### src/rtl/serial_frame_ctrl.sv
// rtl/serial_frame_ctrl.sv - serial start-bit framer with optional even parity and valid/ready hold
//
// Ports:
//   Clk    - rising-edge clock
//   Rst_n  - asynchronous active-low reset
//   D      - serial input; a 1 in IDLE is a start bit, data follows LSB-first
//   Ready  - downstream accept, only looked at while a word is held
//   X      - last captured data word (WIDTH bits), changes only when a frame is captured
//   Y      - accepted-frame count, modulo 16
//   Valid  - X holds a frame not yet accepted
//   Err    - one-cycle pulse after a parity mismatch
//   Busy   - frame in progress or held (state != IDLE)
module serial_frame_ctrl #(
    parameter int WIDTH  = 4,
    parameter int PARITY = 1
) (
    input  logic             Clk,
    input  logic             Rst_n,
    input  logic             D,
    input  logic             Ready,
    output logic [WIDTH-1:0] X,
    output logic [3:0]       Y,
    output logic             Valid,
    output logic             Err,
    output logic             Busy
);

    typedef enum logic [1:0] {
        IDLE  = 2'd0,
        SHIFT = 2'd1,
        PAR   = 2'd2,
        HOLD  = 2'd3
    } state_t;

    state_t           state;
    logic [WIDTH-1:0] shadow;
    logic [3:0]       cnt;
    logic [WIDTH-1:0] shadow_next;
    logic             last_bit;

    // Shifting in from the top means that after WIDTH shifts the first
    // data bit has walked down to bit 0, giving LSB-first order.
    assign shadow_next = {D, shadow[WIDTH-1:1]};
    assign last_bit    = (cnt == 4'(WIDTH - 1));

    always_ff @(posedge Clk or negedge Rst_n) begin
        if (!Rst_n) begin
            state  <= IDLE;
            shadow <= '0;
            cnt    <= 4'd0;
            X      <= '0;
            Y      <= 4'd0;
            Valid  <= 1'b0;
            Err    <= 1'b0;
            Busy   <= 1'b0;
        end else begin
            Err <= 1'b0;
            case (state)
                IDLE: begin
                    if (D) begin
                        state <= SHIFT;
                        cnt   <= 4'd0;
                        Busy  <= 1'b1;
                    end
                end
                SHIFT: begin
                    shadow <= shadow_next;
                    cnt    <= cnt + 4'd1;
                    if (last_bit) begin
                        if (PARITY != 0) begin
                            state <= PAR;
                        end else begin
                            state <= HOLD;
                            X     <= shadow_next;
                            Valid <= 1'b1;
                        end
                    end
                end
                PAR: begin
                    // Even parity: the parity bit must equal the XOR of the data bits.
                    if ((^shadow) == D) begin
                        state <= HOLD;
                        X     <= shadow;
                        Valid <= 1'b1;
                    end else begin
                        state  <= IDLE;
                        Err    <= 1'b1;
                        Busy   <= 1'b0;
                        shadow <= '0;
                    end
                end
                HOLD: begin
                    // D is ignored here, and the accept edge itself does not
                    // look for a start bit; IDLE resumes detection next edge.
                    if (Valid && Ready) begin
                        state <= IDLE;
                        Valid <= 1'b0;
                        Y     <= Y + 4'd1;
                        Busy  <= 1'b0;
                    end
                end
                default: begin
                    state <= IDLE;
                    Busy  <= 1'b0;
                end
            endcase
        end
    end

endmodule

### config.mk
export PLATFORM = sky130hd
export DESIGN_NAME = serial_frame_ctrl
export DESIGN_NICKNAME = d
export VERILOG_FILES = /design/src/rtl/serial_frame_ctrl.sv
export SDC_FILE = /design/constraint.sdc
export NUM_CORES = 1
export LEC_CHECK = 0
export BUFFER_PORTS_ARGS = -buffer_cell sky130_fd_sc_hd__buf_2
export CORE_MARGIN = 2
export CORE_UTILIZATION = 52
export DETAILED_ROUTE_END_ITERATION = 12
export GPL_TIMING_DRIVEN = 0
export PLACE_DENSITY = 0.7
export SYNTH_ARGS = -nofsm -noshare
export SYNTH_HDL_FRONTEND = slang
export SYNTH_SLANG_ARGS = --single-unit
### constraint.sdc
create_clock -name Clk -period 2.2 [get_ports Clk]
set_input_delay 0.11 -clock Clk [delete_from_list [all_inputs] [get_ports Clk]]
set_output_delay 0.11 -clock Clk [all_outputs]
set_load 0.02 [all_outputs]
==> run summary, run 1 <==
* completed — outcome
* 0.00118 sq mm — post-route cell area
* 0.30 ns — clock insertion delay at the later pin of the skew report
* 526 sq um — area of all sequential standard cells
* 0 — number of warnings reported in the yosys synthesis log
* 0.550 nW — Leakage
* 4 — number of cells on the critical path
* 100 — synthesized instance count
* 4 — count of TritonRoute iterations in the first routing pass
* 0.976 mV — largest vdd supply drop
* 30.1% — met2 Track Usage GR
* sky130_fd_sc_hd__clkbuf_4 — clock root buffer
* 585 MHz — peak clock frequency supported by timing
* 22 — maximum number of pins on one net before global-route repair
* 14 — count of input and output buffers
* 0.00104 sq mm — netlist area before placement
* 0.00115 sq mm — post-detailed-placement cell area
* 61.6% — Layout Utilization
* 1.91 ns — arrival time reported for the critical path endpoint
* 3550 um — wire length of the first global-routing pass
* 184 — count of fill cells added during filler insertion
* 2 — maximum clock path buffer count
* 2.15% — met3 global-route usage
* 495 sq um — footprint of the multi-input gates
* 48.8 um — height of the die
* 0.00192 sq mm — Core ar.
* 77.7% — part of the cycle the worst path needs
* 4 — worst reg2reg path depth
* 0.11 ns — clock-pin transition on the worst setup and hold timing paths
* 0 — PostCTS Resize Cnt
* 5.43 — via density per instance
* 1 — H-Tree Depth
* 0 — Final setup violation count
* XOR/XNOR gates — family with the most delay on the worst path
* 0 — hold violation count in the final report
* reg -> reg — Worst Setup Path Type
* 13.4% — area grow syn2layout
* 0.48 ns — critical path's largest stage delay
* false — unrepaired setup endpoints after global routing
* 0.835 — routability-driven placement congestion ratio
* 13.5 um — DR WL/cell
* 0 — count of buffers added by post-CTS timing repair for setup
* 793 — vias
* xnor3_2, xnor2_4, nand2_2, mux2_4 — worst path cell trace
* 18.5% — share of post-route cells with drive strength above 1
* 26.9% — met1 Track Usage GR
* 54.3% — effective utilization at floorplan
* 1970 um — post-detailed-routing wire length
* 21 — Sinks on Clock Net
* 0 — number of max-slew violations in the final report
* 0 — # diodes
* met2 — routing layer with the top usage in global route
* 17 — Iteration-0 DRC Markers
* 15 — ports placed on the boundary
* register — Crit. End Element
* 106 — number of nets produced by synthesis
* yes — clock tree from TritonCTS
* 48.8 um — DIE WIDTH
* 50.4% — sequential-to-total area share from yosys stat
* 10.4 sq um — Avg Inst Size Synth
* 0 ns — final sum of negative setup slack
* 16 — placement row count
* 3 — worst hold path depth
* 25 — number of unique standard cell types used by synthesis
* 69.2% — Max-Slew Margin vs Limit
* 0 — final global-route overflow total
* 0 — max-cap viol count
* sky130_fd_sc_hd__dfrtp_1 — Slowest cell on crit path
* 1470 um — half-perimeter wire length of the detailed placement result
* 0 — number of remaining DRC errors
* 0 — WP buf/inv
* in -> reg — worst min-delay path category
* 21 — synthesized flop and latch total
* register — type of origin of the critical path
* 5 — peak fanout along the critical path
* 1720 mW/mm^2 — power density normalized to cell area
* 811 — vias in the first global route
* 0.462 ns — Tightest Pin Transition
* 2.40 ns — required time reported for the critical path endpoint
* 0 — Final ANT Viol Nets
* 126 — Net count, final
* 19.0% — GRT Total Usage
* 0.00104 ns — setup clock skew after layout
* 0.00238 sq mm — die footprint
* 3 — TritonCTS buffer count
* 0 — antenna violations before repair
* 1.71 ns — final critical path time including I/O delays and setup
==> stage by stage <==
step	worst slack (ns)	power [mW]	hold WS, ns	instances
final	0.491	2.04	0.109	146
after global placement	0.514	1.83	0.0858	141
after detailed placement	0.506	1.86	0.0895	141
after floorplan	0.619	1.60	-0.186	100
after CTS	0.478	2.05	0.107	146
after global routing	0.408	2.22	0.119	146
==> cell usage after synthesis (all sizes together) <==
| master | number | share of area [%] |
|---|---|---|
| a211oi | 1 | 0.72 |
| a21oi | 10 | 4.8 |
| a221oi | 1 | 0.84 |
| a22o | 2 | 1.7 |
| and2b | 1 | 0.72 |
| clkbuf | 2 | 0.72 |
| dfrtp | 21 | 50 |
| ha | 2 | 2.4 |
| inv | 4 | 1.4 |
| mux2 | 2 | 2.9 |
| nand2 | 14 | 5.3 |
| nand2b | 2 | 1.2 |
| nand3 | 2 | 0.96 |
| nand4 | 2 | 1.2 |
| nor2 | 4 | 1.4 |
| nor2b | 1 | 0.60 |
| nor3 | 5 | 2.4 |
| o211ai | 3 | 2.2 |
| o21ai | 11 | 5.3 |
| o311ai | 1 | 0.84 |
| xnor2 | 7 | 7.7 |
| xnor3 | 2 | 4.4 |
==> layout make-up <==
class | instances | area share (%)
clock buffers | 4 | 2.22
flip-flops and latches | 21 | 44.4
well taps | 27 | 2.85
inverters | 4 | 1.27
plain buffers | 2 | 0.634
multi-input cells | 73 | 41.9
repair buffers | 15 | 6.77
==> timing repair <==
action | in CTS | in global routing
endpoints found under the hold margin | 21 | 0
hold buffers | 1 | 0
setup endpoints to repair | 0 | 0
==> path summary, 6_finish.rpt <==
check	from	end	slack, ns
max in group asynchronous	Rst_n	shadow[3]	1.61
min in group asynchronous	Rst_n	cnt[1]	0.28
setup / recovery	shadow[3]	X[3]	0.49
hold reg to reg	Y[3]	Y[3]	0.49
setup reg to reg	shadow[3]	X[3]	0.49
hold / removal	D	shadow[3]	0.11
==> cells in the final DEF, fill, tap and decap left out, drive strengths merged <==
master / count
o311ai: 1
nor2b: 1
and2b: 1
nand3: 2
a21oi: 10
inv: 4
clkbuf: 6
xnor2: 7
buf: 14
nor3: 5
dlygate4sd3: 1
xnor3: 2
dfrtp: 21
nor2: 4
o211ai: 3
a221oi: 1
nand2b: 2
nand4: 2
a211oi: 1
a22o: 2
ha: 2
nand2: 14
o21ai: 11
mux2: 2
==> worst reg2reg max path, cell delays in order (launching register included) <==
cell and delay [ns]:
sky130_fd_sc_hd__dfrtp_1 0.48, sky130_fd_sc_hd__xnor3_2 0.47, sky130_fd_sc_hd__xnor2_4 0.23, sky130_fd_sc_hd__nand2_2 0.12, sky130_fd_sc_hd__mux2_4 0.31
==> routing by layer <==
| layer | vias up | share of wire, % |
|---|---|---|
| met5 | - | 0 |
| met1 | 384 | 49 |
| li1 | 392 | - |
| met3 | 2 | 2.2 |
| met2 | 15 | 47 |
| met4 | 0 | 1.2 |
==> power breakdown <==
| group | switching (mW) | internal [mW] | total, mW |
|---|---|---|---|
| Clock | 0.114 | 0.0707 | 0.184 |
| Sequential | 0.168 | 0.558 | 0.726 |
| Combinational | 0.622 | 0.503 | 1.12 |
==> flip-flops by register name (all words and copies together) (netlist names) <==
name and cells:
Err 1, cnt 4, X 4, shadow 4, Y 4, Valid 1, state 2, Busy 1
==> cell families after synthesis <==
group / share of synthesized area, %
xor gates and xnor gates: 12.1
muxes: 2.88
AOI/OAI and AO/OA: 16.3
adders and majority gates: 2.40
buffers and inverters: 2.16
DFF: 50.4
and+or+nand+nor: 13.8
Note: power is estimated with default switching activity, not from simulation.
==> run 2, diff against run 1 <==
==> constraint.sdc (replaced) <==
create_clock -name Clk -period 1.6 [get_ports Clk]
set_input_delay 0.08 -clock Clk [delete_from_list [all_inputs] [get_ports Clk]]
set_output_delay 0.08 -clock Clk [all_outputs]
set_load 0.02 [all_outputs]
==> run 2 against run 1 <==
Maximum frequency rose by 7.9%. Register-to-register slack got worse by 0.47 ns. Final cell count rose by 2.1%. Clock skew rose by 0.00083 ns. Worst hold slack got worse by 0.037 ns. Sequential power rose by 38%. Worst setup slack got worse by 0.47 ns. Critical path type unchanged. Highest routed layer unchanged.
==> run summary, run 2 (synthesis results as in run 1) <==
* completed — outcome
* shadow[0] — RR Startpoint
* 0.00192 sq mm — Core ar.
* 16 — placement row count
* 3680 um — wire length of the first global-routing pass
* X[3] — destination of the critical timing path
* 1.58 ns — final critical path time including I/O delays and setup
* 0 — hold violation count in the final report
* 48.8 um — DIE WIDTH
* 1470 um — half-perimeter wire length of the detailed placement result
* 823 — vias in the first global route
* 817 — vias
* register — type of origin of the critical path
* 0 — final global-route overflow total
* 69.4% — Max-Slew Margin vs Limit
* -0.0944 ns — placement-stage worst setup slack
* 0 — number of remaining DRC errors
* sky130_fd_sc_hd__dfrtp_1 — leading cell type in the layout, fill and taps excluded
* 1.55 mV — largest vdd supply drop
* X[3] — end of the worst register-to-register path
* 0 — number of max-slew violations in the final report
* yes — clock tree from TritonCTS
* 0 — # diodes
* 0.578 nW — Leakage
* 0.30 ns — clock insertion delay at the later pin of the skew report
* 1.80 ns — required time reported for the critical path endpoint
* 48.8 um — height of the die
* 2070 um — post-detailed-routing wire length
* 23.0% — share of post-route cells with drive strength above 1
* 0 — max-cap viol count
* 4 — count of TritonRoute iterations in the first routing pass
* 0.00187 ns — setup clock skew after layout
* 2.96 mW — total design power
* 0.835 — routability-driven placement congestion ratio
* 0 — Final setup violation count
* 20 x sky130_fd_sc_hd__dfrtp_1, 14 x sky130_fd_sc_hd__buf_2, 13 x sky130_fd_sc_hd__nand2_1 — commonest cells after routing, fill and taps aside
* register — Crit. End Element
* 21 — Sinks on Clock Net
* 0.00238 sq mm — die footprint
* 0.0168 ns — smallest setup slack after layout
* 0.11 ns — clock-pin transition on the worst setup and hold timing paths
* true — unrepaired setup endpoints after global routing
* 1 — H-Tree Depth
* in -> reg — worst min-delay path category
* 0 — Final ANT Viol Nets
* 3 — TritonCTS buffer count
* 632 MHz — peak clock frequency supported by timing
* 30 — Iteration-0 DRC Markers
* 5.48 — via density per instance
* 14 — count of input and output buffers
* 17.1% — area grow syn2layout
* 19.7% — GRT Total Usage
* 0.00122 sq mm — post-route cell area
* 15 — ports placed on the boundary
* shadow[0] — CP Launch Point
* 4 — worst reg2reg path depth
* 4 — peak fanout along the critical path
* 129 — Net count, final
* 0.00115 sq mm — post-detailed-placement cell area
* 0.02 ns — worst reg-to-reg setup slack
* 2 — maximum clock path buffer count
* 2420 mW/mm^2 — power density normalized to cell area
* 13.9 um — DR WL/cell
* 99.0% — part of the cycle the worst path needs
* sky130_fd_sc_hd__clkbuf_4 — clock root buffer
* 1.78 ns — arrival time reported for the critical path endpoint
* 0.459 ns — Tightest Pin Transition
* 22 — maximum number of pins on one net before global-route repair
* reg -> reg — Worst Setup Path Type
* 0 — antenna violations before repair
* 54.3% — effective utilization at floorplan
==> run 2: cell types whose count changed in the layout (fill, tap and decap cells not counted), sizes merged <==
cell,previous run,this run
buf,14,17
==> run 2: how the worst min path moves through the flow <==
stage | start | end | slack (ns) | cells after the start
3_3_place_gp | Rst_n | cnt[1] | 0.06 | 1
6_report | D | shadow[3] | 0.07 | 3
4_1_cts | D | shadow[3] | 0.08 | 3
5_1_grt | D | shadow[3] | 0.09 | 3
2_1_floorplan | Rst_n | Busy | -0.22 | 0
3_5_place_dp | Rst_n | cnt[2] | 0.06 | 1
==> run 2: area by class of cell <==
type	count	area (sq um)
Fill cell	178	699
Multi-Input combinational cell	73	510
Clock buffer	4	26.3
Inverter	4	15.0
Tap cell	27	33.8
Timing Repair Buffer	18	103
Sequential cell	21	527
Buffer	2	7.51
==> run 2: stage by stage <==
stage,util [%],hold slack (ns),TNS (ns),cells
after floorplan,-,-0.216,0,100
after CTS,62.4,0.0774,0,148
after global placement,59.7,0.0558,-0.172,141
after detailed placement,59.7,0.0595,-0.186,141
after global routing,63.6,0.0855,-0.0664,149
final,63.6,0.0722,0,149
==> run 2: power by group <==
part,internal [mW],switching (mW)
Combinational,0.779,0.923
Clock,0.0973,0.158
Sequential,0.770,0.232
==> run 2: critical path: stages (launching register included) <==
cell,delay (ns)
sky130_fd_sc_hd__dfrtp_1,0.42
sky130_fd_sc_hd__xnor3_2,0.44
sky130_fd_sc_hd__xnor2_4,0.23
sky130_fd_sc_hd__nand2_4,0.09
sky130_fd_sc_hd__mux2_4,0.30
==> run 2: routing by layer <==
metal	global-route usage [%]	vias to the layer above	wire length, um
li1	-	398	-
met1	28.5	400	1020
met2	30.6	17	962
met3	1.84	2	61
met4	8.57	0	23
met5	0	-	0
==> run 2: what timing repair did <==
action / CTS / global route
setup endpoints to repair: 3 / 5
setup buffers: 2 / 1
pin swaps: 2 / 0
hold buffers: 1 / 0
hold endpoints to repair: 21 / 0
gates resized for setup: 0 / 4
==> run 3, diff against run 2 <==
--- a/config.mk
+++ b/config.mk
@@ -6,7 +6,6 @@
 export NUM_CORES = 1
 export LEC_CHECK = 0
 export BUFFER_PORTS_ARGS = -buffer_cell sky130_fd_sc_hd__buf_2
-export CORE_MARGIN = 2
 export CORE_UTILIZATION = 52
 export DETAILED_ROUTE_END_ITERATION = 12
 export GPL_TIMING_DRIVEN = 0
==> constraint.sdc (replaced) <==
create_clock -name Clk -period 1.73 [get_ports Clk]
set_input_delay 0.0865 -clock Clk [delete_from_list [all_inputs] [get_ports Clk]]
set_output_delay 0.0865 -clock Clk [all_outputs]
set_load 0.02 [all_outputs]
==> run 3 against run 2 <==
Final cell count down 2.7%. Cell area is 2.7% lower. Sequential share of layout area rose by 1.2 points. Worst hold slack improved by 0.034 ns. Utilization increased by 2.4 points. Sequential power fell by 7%. Routed wire length down 6.0%. Flip-flop and latch count unchanged. Clock-buffer cell count unchanged. First-iteration DRC count is 43% lower. Critical path type unchanged. Critical endpoint is now X[2]. Largest cell class unchanged.
==> run summary, run 3 (synthesis results as in run 1) <==
* 0 — max-cap viol count
* sky130_fd_sc_hd__clkbuf_4 — clock root buffer
* 20.0% — share of post-route cells with drive strength above 1
* 803 — vias
* 0.764 — routability-driven placement congestion ratio
* 602 MHz — peak clock frequency supported by timing
* 57.9% — effective utilization at floorplan
* 0.00219 sq mm — die footprint
* 0 — Final setup violation count
* sky130_fd_sc_hd__dfrtp_1 — leading cell type in the layout, fill and taps excluded
* 0 — # diodes
* reg -> reg — Worst Setup Path Type
* 1.85 ns — arrival time reported for the critical path endpoint
* 0 ns — final sum of negative setup slack
* 0 — final global-route overflow total
* 0.457 ns — Tightest Pin Transition
* 0 — antenna violations before repair
* completed — outcome
* 69.6% — Max-Slew Margin vs Limit
* 1.48 mV — largest vdd supply drop
* 46.8 um — height of the die
* 14 — count of input and output buffers
* 0.00180 sq mm — Core ar.
* 0.29 ns — clock insertion delay at the later pin of the skew report
* 5 — peak fanout along the critical path
* 21 — Sinks on Clock Net
* 723 — vias in the first global route
* in -> reg — worst min-delay path category
* 5.54 — via density per instance
* 20 x sky130_fd_sc_hd__dfrtp_1, 14 x sky130_fd_sc_hd__buf_2, 13 x sky130_fd_sc_hd__nand2_1 — commonest cells after routing, fill and taps aside
* register — Crit. End Element
* false — unrepaired setup endpoints after global routing
* 0 — number of max-slew violations in the final report
* 0.00114 ns — setup clock skew after layout
* 0.11 ns — clock-pin transition on the worst setup and hold timing paths
* 0 — hold violation count in the final report
* 46.8 um — DIE WIDTH
* 2190 mW/mm^2 — power density normalized to cell area
* 15 — placement row count
* 14.0% — area grow syn2layout
* yes — clock tree from TritonCTS
* 1940 um — post-detailed-routing wire length
* 0 — Final ANT Viol Nets
* 22 — maximum number of pins on one net before global-route repair
* 20.0% — GRT Total Usage
* 4 — count of TritonRoute iterations in the first routing pass
* 2 — maximum clock path buffer count
* 127 — Net count, final
* 1.92 ns — required time reported for the critical path endpoint
* 2.61 mW — total design power
* 0 — number of remaining DRC errors
* 95.9% — part of the cycle the worst path needs
* register — type of origin of the critical path
* 15 — ports placed on the boundary
* 17 — Iteration-0 DRC Markers
* 0.554 nW — Leakage
* 13.4 um — DR WL/cell
* 1440 um — half-perimeter wire length of the detailed placement result
* 1.66 ns — final critical path time including I/O delays and setup
* 3080 um — wire length of the first global-routing pass
* 3 — TritonCTS buffer count
* 1 — H-Tree Depth
## run 3: through the flow
stage | instances | hold WS (ns) | util [%] | cell area (sq um) | worst slack (ns)
after floorplan | 100 | -0.209 | - | 1040 | 0.149
after global placement | 139 | 0.0634 | 63.5 | 1140 | 0.0579
after detailed placement | 139 | 0.0636 | 63.5 | 1140 | 0.0439
after CTS | 144 | 0.103 | 65.6 | 1180 | 0.0274
after global routing | 145 | 0.100 | 66.0 | 1190 | 0.00556
final | 145 | 0.106 | 66.0 | 1190 | 0.0701
## run 3: cell type report
cell class | instances | area (sq um)
Fill cell | 152 | 612
Sequential cell | 21 | 527
Multi-Input combinational cell | 73 | 495
Timing Repair Buffer | 16 | 87.6
Tap cell | 25 | 31.3
Clock buffer | 4 | 26.3
Inverter | 4 | 15.0
Buffer | 2 | 7.51
## run 3: per-layer routing
layer	vias to the layer above	track usage, %	wire [um]
met5	-	0	0
met4	0	8.57	24
met3	4	2.31	87
met2	23	32.2	910
met1	383	27.4	921
li1	393	-	-
## run 3: worst max-delay path: stages, from the launching register on
cell and delay [ns]:
sky130_fd_sc_hd__dfrtp_1 0.45, sky130_fd_sc_hd__xnor3_2 0.45, sky130_fd_sc_hd__xnor2_4 0.23, sky130_fd_sc_hd__nand2_2 0.12
sky130_fd_sc_hd__mux2_4 0.31
## run 3: path summary, 6_finish.rpt
| kind | from | to | slack (ns) | cells past startpoint |
|---|---|---|---|---|
| min in group asynchronous | Rst_n | cnt[2] | 0.26 | 2 |
| setup / recovery | shadow[0] | X[2] | 0.07 | 4 |
| max in group asynchronous | Rst_n | shadow[3] | 1.13 | 2 |
| hold / removal | D | shadow[3] | 0.11 | 3 |
| setup reg to reg | shadow[0] | X[2] | 0.07 | 4 |
| hold reg to reg | Y[3] | Y[3] | 0.48 | 1 |
## run 3: repair_timing
| item | in CTS | in global routing |
|---|---|---|
| hold buffers | 1 | 0 |
| endpoints found under the hold margin | 21 | 0 |
| setup endpoints to repair | 0 | 2 |
| setup buffers | 0 | 1 |
| resized for setup | 0 | 1 |
## run 3: power breakdown
part,internal (mW),switching [mW]
sequential,0.712,0.215
combinational,0.668,0.784
clock,0.0897,0.140
